File: src/rtl/emergency_preempt_arbiter.sv
// Emergency-vehicle preemption arbiter: debounces per-lane siren detectors and
// grants the intersection round-robin, one lane at a time, with all-red recovery.
module emergency_preempt_arbiter #(
    parameter int DEB_CYC     = 3,
    parameter int HOLD_CYC    = 8,
    parameter int MAX_HOLD    = 32,
    parameter int ACK_TO      = 6,
    parameter int RECOVER_CYC = 2
) (
    input  logic       clk,
    input  logic       reset_n,
    input  logic [3:0] sound_sensors,
    input  logic       preempt_ack,
    output logic       preempt,
    output logic [3:0] grant_lane,
    output logic       ack_timeout,
    output logic [3:0] pending,
    output logic [7:0] grant_count
);

    localparam logic [1:0] ST_IDLE    = 2'd0;
    localparam logic [1:0] ST_CLEAR   = 2'd1;
    localparam logic [1:0] ST_GRANT   = 2'd2;
    localparam logic [1:0] ST_RECOVER = 2'd3;

    localparam logic [3:0] DEB_LAST  = 4'(DEB_CYC - 1);
    localparam logic [7:0] HOLD_LAST = 8'(HOLD_CYC - 1);
    localparam logic [7:0] MAX_LAST  = 8'(MAX_HOLD - 1);
    localparam logic [7:0] ACK_LAST  = 8'(ACK_TO - 1);
    localparam logic [7:0] REC_LAST  = 8'(RECOVER_CYC - 1);

    logic [3:0][3:0] deb_cnt;
    logic [3:0][3:0] deb_cnt_nxt;
    logic [3:0]      req_db;
    logic [3:0]      req_db_nxt;
    logic [3:0]      req_rise;

    logic [1:0] state;
    logic [1:0] state_nxt;
    logic [7:0] cnt;
    logic [1:0] ptr;
    logic [1:0] sel;
    logic [1:0] sel_cand;
    logic       timeout_evt;
    logic       enter_grant;
    logic [3:0] grant_mask;

    // A lane qualifies on its DEB_CYC-th consecutive high sample; any low sample
    // restarts the count, so a sensor high through reset still waits a full window.
    always_comb begin
        deb_cnt_nxt = deb_cnt;
        req_db_nxt  = '0;
        for (int i = 0; i < 4; i++) begin
            if (!sound_sensors[i]) begin
                deb_cnt_nxt[i] = '0;
                req_db_nxt[i]  = 1'b0;
            end else if (deb_cnt[i] == DEB_LAST) begin
                deb_cnt_nxt[i] = deb_cnt[i];
                req_db_nxt[i]  = 1'b1;
            end else begin
                deb_cnt_nxt[i] = deb_cnt[i] + 4'd1;
                req_db_nxt[i]  = 1'b0;
            end
        end
    end

    assign req_rise = req_db_nxt & ~req_db;

    // Round-robin search starts just after the last granted lane and wraps to it.
    always_comb begin
        logic       found;
        logic [1:0] idx;
        found    = 1'b0;
        sel_cand = ptr;
        for (int k = 1; k <= 4; k++) begin
            idx = ptr + 2'(k);
            if (!found && pending[idx]) begin
                found    = 1'b1;
                sel_cand = idx;
            end
        end
    end

    always_comb begin
        state_nxt   = state;
        timeout_evt = 1'b0;
        case (state)
            ST_IDLE: begin
                if (|pending) state_nxt = ST_CLEAR;
            end
            ST_CLEAR: begin
                if (preempt_ack) begin
                    state_nxt = ST_GRANT;
                end else if (cnt == ACK_LAST) begin
                    state_nxt   = ST_GRANT;
                    timeout_evt = 1'b1;
                end
            end
            ST_GRANT: begin
                if ((cnt >= HOLD_LAST && !req_db[sel]) || cnt == MAX_LAST)
                    state_nxt = ST_RECOVER;
            end
            ST_RECOVER: begin
                // Back-to-back grants skip CLEAR: the intersection is already all-red.
                if (cnt == REC_LAST) state_nxt = (|pending) ? ST_GRANT : ST_IDLE;
            end
            default: state_nxt = ST_IDLE;
        endcase
    end

    assign enter_grant = (state_nxt == ST_GRANT) && (state != ST_GRANT);
    assign grant_mask  = enter_grant ? (4'b0001 << sel_cand) : 4'b0000;

    // NOTE: every register below uses non-blocking assignment so all state
    // updates see the same pre-edge values regardless of statement order.
    always_ff @(posedge clk or negedge reset_n) begin
        if (!reset_n) begin
            deb_cnt <= '0;
            req_db  <= '0;
            pending <= '0;
        end else begin
            deb_cnt <= deb_cnt_nxt;
            req_db  <= req_db_nxt;
            // A fresh qualification in the grant-entry cycle stays pending.
            pending <= (pending & ~grant_mask) | req_rise;
        end
    end

    always_ff @(posedge clk or negedge reset_n) begin
        if (!reset_n) begin
            state       <= ST_IDLE;
            cnt         <= '0;
            ptr         <= 2'd3;
            sel         <= 2'd0;
            grant_count <= '0;
        end else begin
            state <= state_nxt;
            if (state_nxt != state || state == ST_IDLE) cnt <= '0;
            else                                         cnt <= cnt + 8'd1;
            if (enter_grant) begin
                sel <= sel_cand;
                ptr <= sel_cand;
                if (grant_count != 8'hFF) grant_count <= grant_count + 8'd1;
            end
        end
    end

    // Outputs are registered from the next-state decode, so they change on the
    // same edge as the state itself and reset clears them asynchronously.
    always_ff @(posedge clk or negedge reset_n) begin
        if (!reset_n) begin
            preempt     <= 1'b0;
            grant_lane  <= '0;
            ack_timeout <= 1'b0;
        end else begin
            preempt     <= (state_nxt != ST_IDLE);
            ack_timeout <= timeout_evt;
            if (state_nxt == ST_GRANT)
                grant_lane <= 4'b0001 << (enter_grant ? sel_cand : sel);
            else
                grant_lane <= '0;
        end
    end

endmodule

File: config.mk
export PLATFORM = sky130hd
export DESIGN_NAME = emergency_preempt_arbiter
export DESIGN_NICKNAME = d
export VERILOG_FILES = /design/src/rtl/emergency_preempt_arbiter.sv
export SDC_FILE = /design/constraint.sdc
export NUM_CORES = 1
export LEC_CHECK = 0
export ABC_AREA = 0
export CORE_MARGIN = 5
export CORE_UTILIZATION = 55
export CTS_CLUSTER_DIAMETER = 150
export DETAILED_ROUTE_END_ITERATION = 12
export PLACE_DENSITY = 0.87
export SLEW_MARGIN = 20
export SYNTH_ARGS = -nofsm -noshare
export SYNTH_HDL_FRONTEND = slang
export SYNTH_SLANG_ARGS = --single-unit
File: constraint.sdc
create_clock -name clk -period 2.4 [get_ports clk]
set_input_delay 0.24 -clock clk [delete_from_list [all_inputs] [get_ports clk]]
set_output_delay 0.24 -clock clk [all_outputs]
set_load 0.01 [all_outputs]
### Word-level counts from Yosys, hierarchy flattened

Index checks and enable logic that the tools add are counted.

* flip-flop bits (word level): 52
* bits of input ports: 7
* output and inout bits: 18
* logic and storage cells: 116

* add/subtract/negate cells: 9
* magnitude comparators: 6
* equality and inequality tests: 18
* shift-type cells: 2
* multiplexer cells: 47
* bitwise gates (word level): 5
* reductions and logical operators: 15

Operators by type and width (number)
* $mux 4: 10
* $mux 2: 11
* $mux 1: 19
* $add 4x1->4 const B: 4
* $add 8x1->8 const B: 2
* $eq 4x2->1 const B: 4
* $lt 2x3->1 const B: 5
* $bmux 1 s2: 5
* $ne 2x2->1 const B: 5
* $and 4x4->4: 2
* $eq 8x1->1 const B: 1
* $eq 8x3->1 const B: 1
* $eq 8x5->1 const B: 1
* $ge 8x3->1 const B: 1
* $mux 8: 1
* $ne 8x8->1 const B: 1
* $not 4->4: 2
* $pmux 2 s4: 1
* $shl 1x2->4 const A: 2
* $eq 2x2->1 const B: 3
* $logic_and 1x1->1: 5
* $add 2x2->2 const B: 2
* $logic_not 1->1: 4
* $or 4x4->4: 1
* other kinds (8): 9

### Longest topological paths before layout

Gate-level depths: netlist of the first run.

* depth after elaboration: 18
* depth in mapped cells: 8

### Worst setup path after synthesis of the first run

OpenSTA, ideal clock, no wires.

* path type: register to register
* from: register cnt[1]
* to: register grant_count[1]
* library setup time: 125 ps
* data arrival time: 1911 ps
* setup slack: 364 ps
* cell stages (with the launch flop): 9
* buffers on the path: 1
* path through: dfrtp_1 -> inv_1 -> ha_1 -> nor3b_2 -> a31oi_1 -> o22a_1 -> buf_6 -> or3_4 -> mux2_4

* cells in the longest elaborated chain, start to end: 8
* elaborated cells on any way between the ends: 14

RTL lines
* start, declared: RTL line 40 `logic [7:0] cnt;`
* start signal, assigned: RTL line 139 `else cnt <= cnt + 8'd1;`
* $ge 8x3->1: RTL line 100 `if ((cnt >= HOLD_LAST && !req_db[sel]) || cnt == MAX_LAST)`
* $logic_and 1x1->1: RTL line 100
* $logic_or 1x1->1: RTL line 100
* $mux 2: RTL line 100
* $pmux 2 s4 *: RTL line 87 `case (state)`
* $eq 2x2->1 *: RTL line 111 `assign enter_grant = (state_nxt == ST_GRANT) && (state != ST_GRANT);`
* $logic_and 1x1->1 *: RTL line 111
* $reduce_and 2->1 (no line) *
* end signal, assigned: RTL line 143 `if (grant_count != 8'hFF) grant_count <= grant_count + 8'd1;`
* end, declared: RTL line 18 `output logic [7:0] grant_count`

Mark *: on every way between the ends. The rest lies on a longest branch, timed or not.
A chain may end at the register's enable or synchronous reset.

### Worst setup path in the final report of the first run

Same ends and word-level chain as after synthesis.

==> results of run 1 <==
worst max-delay path by stage:
stage / startpoint / end / slack, ns / cells past startpoint
floorplan: cnt[1]$_DFF_PN0_ / grant_count[1]$_DFFE_PN0P_ / 0.36 / 8
global placement: cnt[1]$_DFF_PN0_ / grant_count[1]$_DFFE_PN0P_ / 0.29 / 7
detailed placement: cnt[1]$_DFF_PN0_ / grant_count[1]$_DFFE_PN0P_ / 0.17 / 7
CTS: cnt[1]$_DFF_PN0_ / grant_count[1]$_DFFE_PN0P_ / 0.14 / 7
global route: cnt[1]$_DFF_PN0_ / grant_count[1]$_DFFE_PN0P_ / 0.06 / 7
finish: cnt[1]$_DFF_PN0_ / grant_count[1]$_DFFE_PN0P_ / 0.13 / 7
worst max-delay path: stages, from the launching register on:
cell and delay (ns):
dfrtp_1 0.41, inv_1 0.06, ha_1 0.17, nor3b_2 0.25
a31oi_1 0.20, o22a_1 0.35, or3_4 0.42, mux2_4 0.30
cell families (layout without fill, tap and decap cells):
kind of cell               count (synthesis)  in the layout
DFF                                       52             52
muxes                                      3              3
and+or+nand+nor                          100            100
buffers and inverters                     24             52
AOI/OAI and AO/OA                         54             54
adders and majority gates                 11             11
xor gates and xnor gates                  20             20
power by group through the flow:
stage                     clock network, mW  registers, mW  logic, mW
after floorplan                           0           1.43       1.05
after global placement                    0           1.48       1.49
after detailed placement                  0           1.51       1.53
after CTS                             0.517           1.49       1.55
after global routing                  0.555           1.54       1.71
final                                 0.507           1.49       1.54
synthesized netlist by cell type (2+ instances only):
library cell | instances | area share (%)
o21a_1 | 3 | 0.83
o21ai_0 | 12 | 2.2
buf_2 | 2 | 0.37
buf_6 | 2 | 0.83
nor2b_1 | 3 | 0.70
clkbuf_1 | 6 | 0.83
xor2_1 | 4 | 1.3
nand4_1 | 3 | 0.70
and2_1 | 5 | 1.2
a21oi_1 | 8 | 1.5
ha_1 | 11 | 5.1
and3_1 | 3 | 0.70
a31oi_1 | 4 | 0.93
inv_1 | 14 | 1.9
nand2_1 | 21 | 2.9
nor3_1 | 3 | 0.56
a211o_1 | 2 | 0.65
xnor2_1 | 15 | 4.9
nand3_1 | 17 | 3.2
a21o_1 | 2 | 0.56
dfrtp_1 | 50 | 46
o22ai_1 | 2 | 0.46
nor2_1 | 23 | 3.2
o2bb2ai_1 | 3 | 0.97
o211ai_1 | 5 | 1.4
nand2b_1 | 7 | 1.6
a211oi_1 | 5 | 1.4
dfstp_2 | 2 | 1.9
metrics by stage:
step	total power, mW	area, um^2	worst slack, ns	hold WS (ns)
after floorplan	2.48	2700	0.364	-0.0556
after detailed placement	3.04	3010	0.167	0.388
final	3.54	3100	0.135	0.0351
after CTS	3.55	3100	0.138	0.0623
after global placement	2.98	3010	0.291	0.390
after global routing	3.80	3100	0.0601	0.0972
layout make-up:
type / count / area [um^2]
Fill cell: 380 / 1660
Inverter: 14 / 52.6
Tap cell: 67 / 83.8
Multi-Input combinational cell: 188 / 1290
Sequential cell: 52 / 1300
Clock buffer: 8 / 90.1
Timing Repair Buffer: 30 / 280
routing by layer:
metal | global-route usage (%) | vias to the layer above | part of all wire [%]
met3 | 3.70 | 9 | 5.8
met1 | 22.6 | 970 | 46
li1 | - | 975 | -
met5 | 0 | - | 0
met4 | 8.61 | 0 | 1.9
met2 | 28.3 | 75 | 47
flip-flops by register name, summed over array words and instances (netlist names):
signal / flops
sel: 2
grant_lane: 4
ack_timeout: 1
deb_cnt: 16
pending: 4
req_db: 4
cnt: 8
ptr: 2
preempt: 1
state: 2
grant_count: 8
==> reports/summary.txt, run 1 <==
status - finished clean
number of global-route vias before repair - 1923
fin util - 65.2%
Synth async-reset ratio - 100%
CTS tree - done
Ys Warns - 0
1st-pass router iterations - 5
register area share after synthesis - 48.3%
EDFF count, synth - 0
mean post-synth cell area - 10.2 um^2
Reg power frac - 42.2%
CTS H-tree depth - 2
P_leak - 1.35 nW
Root Driver - clkbuf_8
Final Critical Period - 2.27 ns
largest net degree at the start of global routing - 53
GRT overflow - 0
Peak supply drop - 0.000550 V
CTS Buf Count - 5
setup TNS - 0 ns
Net Sw Power - 1.39 mW
starting density of the core - 56.8%
Hold-fix buffers, CTS - 0
Clock Path Buffers - 2
Die Ht - 80.1 um
Setup Crit Path Kind - flip-flop to flip-flop
gpl congestion - 0.893
first-pass GRT wire length - 8.80 mm
commonest non-fill, non-tap cell in the layout - dfrtp_1
die area - 6410 um^2
final hold violation count - 0
Max Slew Vio Count - 0
crit path max fanout - 10
most frequent cells in the layout - 50 x dfrtp_1, 23 x nor2_1, 23 x clkdlybuf4s50_1
core area - 4750 um^2
via/cell ratio - 5.65
area grow syn2layout - 14.8%
drt wl/cell - 14.1 um
FF+latch count, synth - 52
r2r startpoint - cnt[1]$_DFF_PN0_
simple-gate share of the synthesized area - 20.4%
CP arrival - 2.45 ns
IO buf count - 24
ANT nets after route - 0
hpwl dp - 3.63 mm
Clk Latency, worst-skew pair - 0.30 ns
FF-to-FF setup slack - 0.13 ns
initial antenna violation count - 0
Hold WC Path Type - primary input to asynchronous set/reset pin
layout cells sized above 1 - 9.25%
1st-iter DRT viols - 140
Setup Buffers After CTS - 0
post-synthesis mux area share - 1.76%
# resized after CTS - 0
Synth Area in Compound Gates - 13.7%
Int Power - 2.15 mW
Max Fclk - 0.441 GHz
CP Launch Type - flip-flop
Mapped Cells - 264
Via Count - 2029
dpl cells - 351
# IOs - 25
Logic pwr share - 43.5%
Clk pin slew, worst setup/hold paths - 0.09 ns
Rel. slew slack - 58.3%
Final Non-Filler Cells - 359
Post-Synth Adder-Cell Area - 5.10%
Worst Skew - 0.0110 ns
critical path capture point type - flip-flop
Mapped Area - 2700 um^2
Slew @ Worst Pin - 0.626 ns
Main synth FF type - dfrtp_1
Final nets - 309
largest family of logic cells by synthesized area - simple AND/OR/NAND/NOR gates
gr usage total - 17.6%
period utilization - 94.4%
ant diodes - 0
Net Sw Frac - 39.3%
worst reg-to-reg path cell count - 7
Critical Path RT - 2.59 ns
MaxCap Viol Count - 0
Die Width - 80.1 um
RSZ-0062 raised after global routing - false
final setup violation count - 0
xor and xnor area share after synthesis - 6.77%
Syn Nets - 282
Clock Power Share - 14.3%
Power Density - 1140 nW/um^2
# DRC - 0
Rows - 25
CTS sink cnt - 52
Routed WL - 5.06 mm
number of distinct library cells after synthesis - 55
capture point of the worst reg-to-reg path - grant_count[1]$_DFFE_PN0P_
No activity file was read; power rests on OpenSTA's default activity.
==> run 2: changes to the inputs <==
- ABC_CLOCK_PERIOD_IN_PS: not set -> 2400
==> results of run 2 <==
Final layout, timing and power as in run 1 (identical DEF).
==> run 3: changes to the inputs <==
- GPL_TIMING_DRIVEN: not set -> 0
==> run 3 against run 2 <==
  * Routed wire length is 4.1% lower
  * Register-to-register slack better by 0.04 ns
  * Critical path type unchanged
  * Combinational power is 3% higher
  * Total power is 1.4% higher
  * Clock-buffer cell count is 2 lower
  * Clock skew is 0.00063 ns higher
  * Setup slack better by 0.041 ns
  * Via count is 0.74% lower
  * Fmax is 1.9% higher
  * Final cell count is 1.7% higher
==> reports/summary.txt, run 3 (same netlist as run 1, synthesis figures left out) <==
status - finished clean
ant diodes - 0 (unchanged)
period utilization - 92.7% (-1.7 points)
die area - 6410 um^2 (unchanged)
FF-to-FF setup slack - 0.18 ns (+0.04 ns)
P_leak - 1.37 nW (+1.7%)
via/cell ratio - 5.52 (-2.4%)
total power - 3.59 mW (+1.4%)
final hold violation count - 0 (unchanged)
ANT nets after route - 0 (unchanged)
Final nets - 315 (+1.9%)
Clock Path Buffers - 2 (unchanged)
CTS H-tree depth - 2 (unchanged)
Clock Power Share - 16.4% (+2.1 points)
MaxCap Viol Count - 0 (unchanged)
critical path capture point type - flip-flop
worst reg-to-reg path cell count - 8 (+1)
1st-iter DRT viols - 125 (-11%)
Rows - 25 (unchanged)
most frequent cells in the layout - 50 x dfrtp_1, 23 x nor2_1, 23 x clkdlybuf4s50_1
Peak supply drop - 0.000537 V (-2.2%)
Int Power - 2.22 mW (+3.1%)
Net Sw Frac - 38.2% (-1.0 points)
Max Slew Vio Count - 0 (unchanged)
fin util - 66.4% (+1.2 points)
Worst Skew - 0.0116 ns (+0.000626 ns)
GRT overflow - 0 (unchanged)
Net Sw Power - 1.37 mW (-1.2%)
Root Driver - clkbuf_8
Setup Buffers After CTS - 0 (unchanged)
Die Ht - 80.1 um (unchanged)
crit path max fanout - 10 (unchanged)
CP Launch Type - flip-flop
Most flops, register - deb_cnt
Final Critical Period - 2.22 ns (-0.0415 ns)
commonest non-fill, non-tap cell in the layout - dfrtp_1
Clk pin slew, worst setup/hold paths - 0.10 ns (about the same)
Logic pwr share - 44.1% (+0.6 points)
RSZ-0062 raised after global routing - false
Largest register FFs - 16 (unchanged)
# DRC - 0 (unchanged)
Rel. slew slack - 45.9% (-12 points)
Largest regs - deb_cnt (16), cnt (8), grant_count (8)
Reg power frac - 39.5% (-2.7 points)
CP arrival - 2.41 ns (-0.04 ns)
hpwl dp - 3.60 mm (-0.91%)
Max Fclk - 0.450 GHz (+1.9%)
area grow syn2layout - 16.9%
initial antenna violation count - 0 (unchanged)
FF+latch area - 1300 um^2 (unchanged)
largest net degree at the start of global routing - 30 (-43%)
Slew @ Worst Pin - 0.800 ns (+0.175 ns)
CTS tree - done
first-pass GRT wire length - 8.69 mm (-1.3%)
starting density of the core - 56.8% (unchanged)
number of global-route vias before repair - 1951 (+1.5%)
CTS Buf Count - 5 (unchanged)
drt wl/cell - 13.3 um (-5.7%)
capture point of the worst reg-to-reg path - grant_count[1]$_DFFE_PN0P_
CTS sink cnt - 52 (unchanged)
Routed WL - 4.85 mm (-4.1%)
layout cells sized above 1 - 9.06% (-0.19 points)
Worst setup endpoint - grant_count[1]$_DFFE_PN0P_
Critical path origin - cnt[1]$_DFF_PN0_
Setup Crit Path Kind - flip-flop to flip-flop
core area - 4750 um^2 (unchanged)
final setup violation count - 0 (unchanged)
Die Width - 80.1 um (unchanged)
gr usage total - 17.1% (-0.52 points)
IO buf count - 24 (unchanged)
fillers - 396 (+4.2%)
Via Count - 2014 (-0.74%)
r2r startpoint - cnt[1]$_DFF_PN0_
1st-pass router iterations - 4 (-1)
Clk Latency, worst-skew pair - 0.31 ns (about the same)
Power Density - 1140 nW/um^2 (-0.43%)
Hold WC Path Type - primary input to asynchronous set/reset pin
# IOs - 25 (unchanged)
Critical Path RT - 2.59 ns (about the same)
gpl congestion - 0.884 (-0.99%)
multi-input combinational cell area - 1290 um^2 (unchanged)
## run 3: critical path, stage by stage, from the launching register on
cell     delay (ns)
dfrtp_1        0.41
inv_1          0.06
ha_1           0.16
nor3b_2        0.22
a31oi_1        0.20
o22a_1         0.25
buf_6          0.14
or3_4          0.38
mux2_4         0.30
## run 3: per-stage QoR
stage | TNS [ns] | setup WS [ns] | cells | area, um^2 | hold slack [ns]
6_report | 0 | 0.176 | 365 | 3160 | 0.431
5_1_grt | 0 | 0.0591 | 365 | 3160 | 0.473
4_1_cts | 0 | 0.184 | 365 | 3160 | 0.444
3_5_place_dp | 0 | 0.215 | 356 | 3040 | 0.247
3_3_place_gp | -17.17 | -0.346 | 355 | 3020 | 0.422
2_1_floorplan | 0 | 0.364 | 264 | 2700 | -0.0556
## run 3: per-layer routing
| layer | wire [um] | global-route usage, % | vias to the layer above |
|---|---|---|---|
| met3 | 286 | 4.48 | 6 |
| met5 | 0 | 0 | - |
| met1 | 2240 | 23.3 | 959 |
| met4 | 51 | 4.73 | 0 |
| li1 | - | - | 996 |
| met2 | 2270 | 27.1 | 53 |
## run 3: worst min-delay path by stage
stage | start | endpoint | slack (ns) | cells after the start
5_1_grt | reset_n | cnt[4]$_DFF_PN0_ | 0.47 | 2
3_5_place_dp | reset_n | cnt[4]$_DFF_PN0_ | 0.25 | 1
4_1_cts | req_db[2]$_DFF_PN0_ | pending[2]$_DFF_PN0_ | 0.44 | 1
6_report | reset_n | cnt[4]$_DFF_PN0_ | 0.43 | 2
2_1_floorplan | reset_n | ack_timeout$_DFF_PN0_ | -0.06 | 0
3_3_place_gp | req_db[2]$_DFF_PN0_ | pending[2]$_DFF_PN0_ | 0.42 | 1
## run 3: final cells by class
cell class / count / area share, %
clock buffers: 6 / 2.30
multi-input cells: 188 / 40.8
flip-flops and latches: 52 / 41.3
well taps: 67 / 2.66
clock inverters: 2 / 1.11
repair buffers: 26 / 8.40
inverters: 14 / 1.66
plain buffers: 10 / 1.74
## run 3: power groups by stage
| stage | clock (mW) | sequential (mW) | combinational, mW |
|---|---|---|---|
| 2_1_floorplan | 0 | 1.43 | 1.05 |
| 3_3_place_gp | 0 | 1.42 | 1.54 |
| 3_5_place_dp | 0 | 1.43 | 1.58 |
| 4_1_cts | 0.597 | 1.42 | 1.59 |
| 5_1_grt | 0.639 | 1.46 | 1.77 |
| 6_report | 0.587 | 1.42 | 1.58 |
## run 3: what timing repair did
action	CTS	global route
hold buffers	1	0
gates resized for setup	0	0
hold endpoints to repair	21	0
endpoints found under the setup margin	0	0
